--- config.mk ---
export PLATFORM = sky130hd
export DESIGN_NAME = vga_pos_update_ctrl
export DESIGN_NICKNAME = d
export VERILOG_FILES = /design/src/rtl/vga_pkg.sv /design/src/rtl/vga_cell_check.sv /design/src/rtl/vga_pos_update_ctrl.sv
export SDC_FILE = /design/constraint.sdc
export NUM_CORES = 1
export LEC_CHECK = 0
export CORE_UTILIZATION = 43
export CTS_BUF_LIST = sky130_fd_sc_hd__clkbuf_4 sky130_fd_sc_hd__clkbuf_8
export DETAILED_ROUTE_END_ITERATION = 12
export GPL_TIMING_DRIVEN = 0
export PLACE_DENSITY = 0.82
export SLEW_MARGIN = 5
export SYNTH_ARGS = -nofsm -noshare
export SYNTH_HDL_FRONTEND = slang
export SYNTH_SLANG_ARGS = --single-unit
--- constraint.sdc ---
create_clock -name clk -period 2.2 [get_ports clk]
set_clock_uncertainty 0.1 [all_clocks]
set_input_delay 0.44 -clock clk [delete_from_list [all_inputs] [get_ports clk]]
set_output_delay 0.44 -clock clk [all_outputs]
set_load 0.005 [all_outputs]
--- src/rtl/vga_pkg.sv ---
// Shared constants, grid helper and FSM encoding for the ship position path.
package vga_pkg;

  localparam int GRID_MIN    = 1;
  localparam int GRID_MAX    = 8;
  localparam int MAX_CELLS   = 4;
  localparam int CELL_STRIDE = 8;
  localparam int X_MSB0      = 6;
  localparam int Y_MSB0      = 10;

  typedef enum logic [2:0] {
    IDLE,
    CHECK,
    WAIT_BLANK,
    COMMIT,
    ACK
  } updState_t;

  function automatic logic inGrid(input logic [3:0] v);
    return (v >= 4'(GRID_MIN)) && (v <= 4'(GRID_MAX));
  endfunction

endpackage

--- src/rtl/vga_cell_check.sv ---
// Combinational validity check of a ship's cell list: count in 1..MAX_CELLS and
// every occupied cell inside the grid. Shared with the placement checker.
module vga_cell_check
  import vga_pkg::*;
(
  input  logic [63:0] data,
  input  logic [2:0]  ncells,
  output logic        ok
);

  // Cells at or beyond ncells are don't-care and never reject the update.
  always_comb begin
    ok = (ncells != 3'd0) && (ncells <= 3'(MAX_CELLS));
    for (int k = 0; k < MAX_CELLS; k++) begin
      if ((k < int'(ncells)) &&
          !(inGrid(data[X_MSB0 + CELL_STRIDE*k -: 4]) &&
            inGrid(data[Y_MSB0 + CELL_STRIDE*k -: 4]))) begin
        ok = 1'b0;
      end
    end
  end

endmodule

--- src/rtl/vga_pos_update_ctrl.sv ---
// Accepts ship position updates over a req/ack handshake and commits them into
// the renderer position bus only during vertical blanking.
module vga_pos_update_ctrl
  import vga_pkg::*;
#(
  parameter int NUM_SHIPS = 4,
  parameter int V_ACTIVE  = 480
) (
  input  logic                   clk,
  input  logic                   rst_n,
  input  logic                   areaAtiva,
  input  logic [9:0]             coluna,
  input  logic                   upd_req,
  input  logic [2:0]             upd_ship,
  input  logic [2:0]             upd_ncells,
  input  logic [63:0]            upd_data,
  output logic                   upd_ack,
  output logic                   upd_err,
  output logic [64*NUM_SHIPS-1:0] pos_bus,
  output logic                   frame_tick
);

  localparam int CELL_LSB0 = X_MSB0 - 3;
  localparam int CELL_BITS = Y_MSB0 - CELL_LSB0 + 1;

  updState_t   state;
  logic [2:0]  shadowShip;
  logic [2:0]  shadowNcells;
  logic [63:0] shadowData;
  logic [63:0] commitData;
  logic [63:0] slots [NUM_SHIPS];
  logic        rejected;
  logic        cellsOk;
  logic        shipOk;
  logic        inBlank;
  logic        inBlankQ;
  logic        unusedAreaAtiva;

  assign unusedAreaAtiva = areaAtiva;
  assign inBlank = (coluna >= 10'(V_ACTIVE));
  assign shipOk  = (32'(shadowShip) < NUM_SHIPS);

  vga_cell_check cellCheck (
    .data   (shadowData),
    .ncells (shadowNcells),
    .ok     (cellsOk)
  );

  always_comb begin
    commitData = '0;
    for (int k = 0; k < MAX_CELLS; k++) begin
      if (k < int'(shadowNcells)) begin
        commitData[CELL_LSB0 + CELL_STRIDE*k +: CELL_BITS] =
          shadowData[CELL_LSB0 + CELL_STRIDE*k +: CELL_BITS];
      end
    end
  end

  // The slot is written on entry to COMMIT, so pos_bus leads upd_ack by one
  // cycle; a reject waits one ACK cycle before raising upd_ack.
  always_ff @(posedge clk or negedge rst_n) begin
    if (!rst_n) begin
      state        <= IDLE;
      shadowShip   <= '0;
      shadowNcells <= '0;
      shadowData   <= '0;
      rejected     <= 1'b0;
      upd_ack      <= 1'b0;
      upd_err      <= 1'b0;
      for (int s = 0; s < NUM_SHIPS; s++) slots[s] <= '0;
    end else begin
      case (state)
        IDLE: begin
          if (upd_req) begin
            shadowShip   <= upd_ship;
            shadowNcells <= upd_ncells;
            shadowData   <= upd_data;
            state        <= CHECK;
          end
        end
        CHECK: begin
          rejected <= !(shipOk && cellsOk);
          state    <= (shipOk && cellsOk) ? WAIT_BLANK : ACK;
        end
        WAIT_BLANK: begin
          if (inBlank) begin
            for (int s = 0; s < NUM_SHIPS; s++) begin
              if (32'(shadowShip) == s) slots[s] <= commitData;
            end
            state <= COMMIT;
          end
        end
        COMMIT: begin
          upd_ack <= 1'b1;
          upd_err <= 1'b0;
          state   <= ACK;
        end
        ACK: begin
          if (!upd_ack) begin
            upd_ack <= 1'b1;
            upd_err <= rejected;
          end else if (!upd_req) begin
            upd_ack <= 1'b0;
            upd_err <= 1'b0;
            state   <= IDLE;
          end
        end
        default: state <= IDLE;
      endcase
    end
  end

  // Starting with inBlankQ set suppresses a tick when reset releases in blank.
  always_ff @(posedge clk or negedge rst_n) begin
    if (!rst_n) begin
      inBlankQ   <= 1'b1;
      frame_tick <= 1'b0;
    end else begin
      inBlankQ   <= inBlank;
      frame_tick <= inBlank & ~inBlankQ;
    end
  end

  always_comb begin
    pos_bus = '0;
    for (int s = 0; s < NUM_SHIPS; s++) pos_bus[64*s +: 64] = slots[s];
  end

endmodule

==> metrics.md <==
| Metric | Value |
|---|---|
| Max Root-Sink Buffers | 2 |
| RePlAce Congestion | between 0.7 and 0.8 |
| Cells after Synth | between 700 and 800 |
| Reg2Reg Depth | 6 |
| Ant diodes | 0 |
| Fin crit share | 96.3% |
| Die area | about 0.018 mm2 |
| HP Start | pos_bus[10] |
| RSZ-0062 raised after global routing | no |
| Slew @ Worst Pin | around 0.58 ns |
| Die Y | ~140 um |
| Chip Width | around 140 um |
| Outcome | finished clean |
| CTS tree | done |
| Via density | 4.67 |
| Number of flops mapped to enable cells by yosys | 0 |
| Total clock buffers created by CTS | 17 |
| WP data arrival | between 2 and 2.5 ns |
| Worst setup path category | reg -> reg |
| Post-Syn Area | approximately 0.0077 mm2 |
| TritonRoute pass-1 iters | 5 |
| Syn_area_per_cell | approximately 11 um2 |
| Num rows | between 40 and 50 |
| Drt first-iter violations | 265 |
| Final HPWL DP | between 15 and 20 mm |
| Starting Density | about 44% |
| # DRC | 0 |
| Seq cells post-synth | between 150 and 200 |
| Hold EP | pos_bus[10] |
| Wire per inst | 15.9 um |
| I/O Pins | about 340 |
| Share of cells above drive strength 1 | between 20% and 30% |
| H-tree depth reported by CTS | 4 |
| Required time of the critical path | between 2 and 2.5 ns |
| Clk_lat worst skew | roughly 0.44 ns |
| Port Buffers | around 180 |
| Worst reg2reg path startpoint | state[2] |
| Slew Viols, Final | 0 |
| Power density over cell area | approximately 860 mW/mm2 |
| Count of final setup violators | 0 |
| Leakage power total | ~5.1 nW |
| Dpl ws | -0.778 ns |
| Max-cap violations | 0 |
| Reg clk slew, reported paths | roughly 0.080 ns |
| Clock Sinks | around 170 |
| P&R area growth vs syn | 40.3% |
| Worst Setup Start Kind | register |
| Ys async rst share | 100% |
| Min cycle time layout | between 2 and 2.5 ns |
| First-pass GRT wire length | between 30 and 40 mm |
| DRT antenna net count | 0 |
| Peak Freq | approximately 470 MHz |
| Critical path endpoint category | register |
| Reg2reg setup slack | roughly 0.082 ns |
| Final Hold Vio Count | 0 |
| Worst R2R End | pos_bus[16] |
| Final Total Pwr | between 9 and 10 mW |
| Routed wire length | about 20 mm |
| Yosys cell types | 36 |
| CTS Root Cell | clkbuf_8 |
| Sequential area share after synthesis | a little under three fifths |
| Routed via count | approximately 6.0k |
| Pin count of the biggest net entering global routing | slightly below 100 |
| Slew HR | between 60% and 70% |
| Core Area | approximately 0.017 mm2 |
| Min-Delay Path Class | reg -> reg |
| Warnings from Yosys | 0 |
| CP max FO | 10 |
| Total global-route track usage | between 20% and 30% |
| Initial antenna violation count | 0 |
| Grt total ovfl | 0 |
| Number of global-route vias before repair | around 5.6k |
| Layout net count | about 1.1k |
| Worst hold stages | 2 |
| Post-synth top flop | dfrtp_1 |
| Worst vdd ir | roughly 0.0005 V |
| Post-route setup slack | around 0.082 ns |
==> repair_timing <==
item                                    in CTS  in global routing
endpoints found under the setup margin     110                 62
buffers inserted                             5                  0
gates cloned                                 0                  0
endpoints found under the hold margin       76                  0
hold buffers                                 1                  0
pin swaps                                    2                  0
resized for setup                           14                 12
==> critical path: stages (launching register included) <==
cell     delay, ns
dfrtp_1       0.47
nor4b_2       0.44
or4b_1        0.48
buf_4         0.21
buf_6         0.16
nand2_1       0.09
o21ai_2       0.05
==> kinds of logic (layout without fill, tap and decap cells) <==
logic type,after synthesis,count (layout),share of synthesized area [%]
simple gates,194,194,10.7
buf+inv,164,378,15.0
mux,38,38,5.58
other cells,1,128,0.0489
compound gates,151,151,11.9
flops,174,174,56.8
==> Yosys cell counts (3+ instances only) <==
cell      number  area, um2
dfrtp_1      173       4330
nand2_1      164        616
buf_4        129        968
o21ai_0       99        495
mux2_2        38        428
o21ai_2       27        236
clkbuf_1      22       82.6
o31ai_1        8       60.1
or4_1          8       60.1
buf_6          6       67.6
nor2_1         5       18.8
nand4_1        4       25.0
o21ai_1        4       20.0
a31oi_1        3       18.8
buf_2          3       15.0
nand4b_1       3       26.3
nor2b_1        3       18.8
==> state kept, by name, indices dropped and copies added, names as in the netlist <==
name          flops
pos_bus         128
shadowData       32
shadowNcells      3
shadowShip        3
state             3
frame_tick        1
inBlankQ          1
rejected          1
upd_ack           1
upd_err           1
==> cell usage in the layout, fill, tap and decap left out, types with 2 or more instances in the layout <==
cell | Yosys | layout
a31oi_1 | 3 | 3
a32o_1 | 2 | 2
buf_1 | 2 | 2
buf_4 | 129 | 135
buf_6 | 6 | 6
bufinv_16 | 0 | 4
clkbuf_1 | 22 | 5
clkbuf_2 | 0 | 16
clkbuf_4 | 0 | 9
clkbuf_8 | 0 | 17
clkdlybuf4s50_1 | 0 | 175
conb_1 | 1 | 128
dfrtp_1 | 173 | 173
inv_1 | 2 | 2
mux2_2 | 38 | 38
nand2_1 | 164 | 164
nand4_1 | 4 | 4
nand4b_1 | 3 | 3
nor2_1 | 5 | 5
nor2b_1 | 3 | 3
o21ai_0 | 99 | 99
o21ai_1 | 4 | 4
o21ai_2 | 27 | 27
o31ai_1 | 8 | 8
or4_1 | 8 | 8
==> cell type report <==
class                   instances  area [um2]
fillers                      1404        6600
repair buffers                183        1850
clock buffers                  25         294
flip-flops and latches        174        4360
multi-input cells             511        2660
clock inverters                 7         141
well taps                     225         282
inverters                       2        7.51
plain buffers                 161        1160
==> report_power, final <==
| group | leakage, nW | switching, mW | internal [mW] | total, mW |
|---|---|---|---|---|
| combinational | 2.58 | 1.39 | 1.16 | 2.55 |
| clock | 0.224 | 1.09 | 1.34 | 2.43 |
| sequential | 2.33 | 0.505 | 3.74 | 4.24 |
==> how the worst max path moves through the flow <==
| stage | slack [ns] | start | end | depth (start not counted) |
|---|---|---|---|---|
| 6_report | 0.08 | state[2] | pos_bus[16] | 6 |
| 2_1_floorplan | 0.33 | state[2] | pos_bus[25] | 6 |
| 4_1_cts | 0.03 | state[1] | shadowData[12] | 4 |
| 3_3_place_gp | -6.41 | rst_n | pos_bus[83] | 1 |
| 3_5_place_dp | -0.78 | coluna[6] | pos_bus[207] | 6 |
| 5_1_grt | 0.004 | state[2] | pos_bus[14] | 6 |
==> stage by stage <==
step / cells / hold slack [ns] / setup TNS [ns] / utilization (%) / cell area (um2)
after detailed placement: 1251 / 0.352 / -74.90 / 58.9 / 10200
final: 1288 / 0.379 / 0 / 62.0 / 10800
after global routing: 1288 / 0.402 / 0 / 62.0 / 10800
after floorplan: 849 / 0.0444 / 0 / - / 8150
after global placement: 1250 / 0.361 / -1185.07 / 58.7 / 10200
after CTS: 1289 / 0.385 / 0 / 61.9 / 10700
==> routing by layer <==
metal	share of wire (%)	global-route usage [%]
met5	0	0
met4	2.9	9.18
met2	50	37.6
met3	5.5	4.56
met1	41	29.3
No activity file was read; power rests on OpenSTA's default activity.
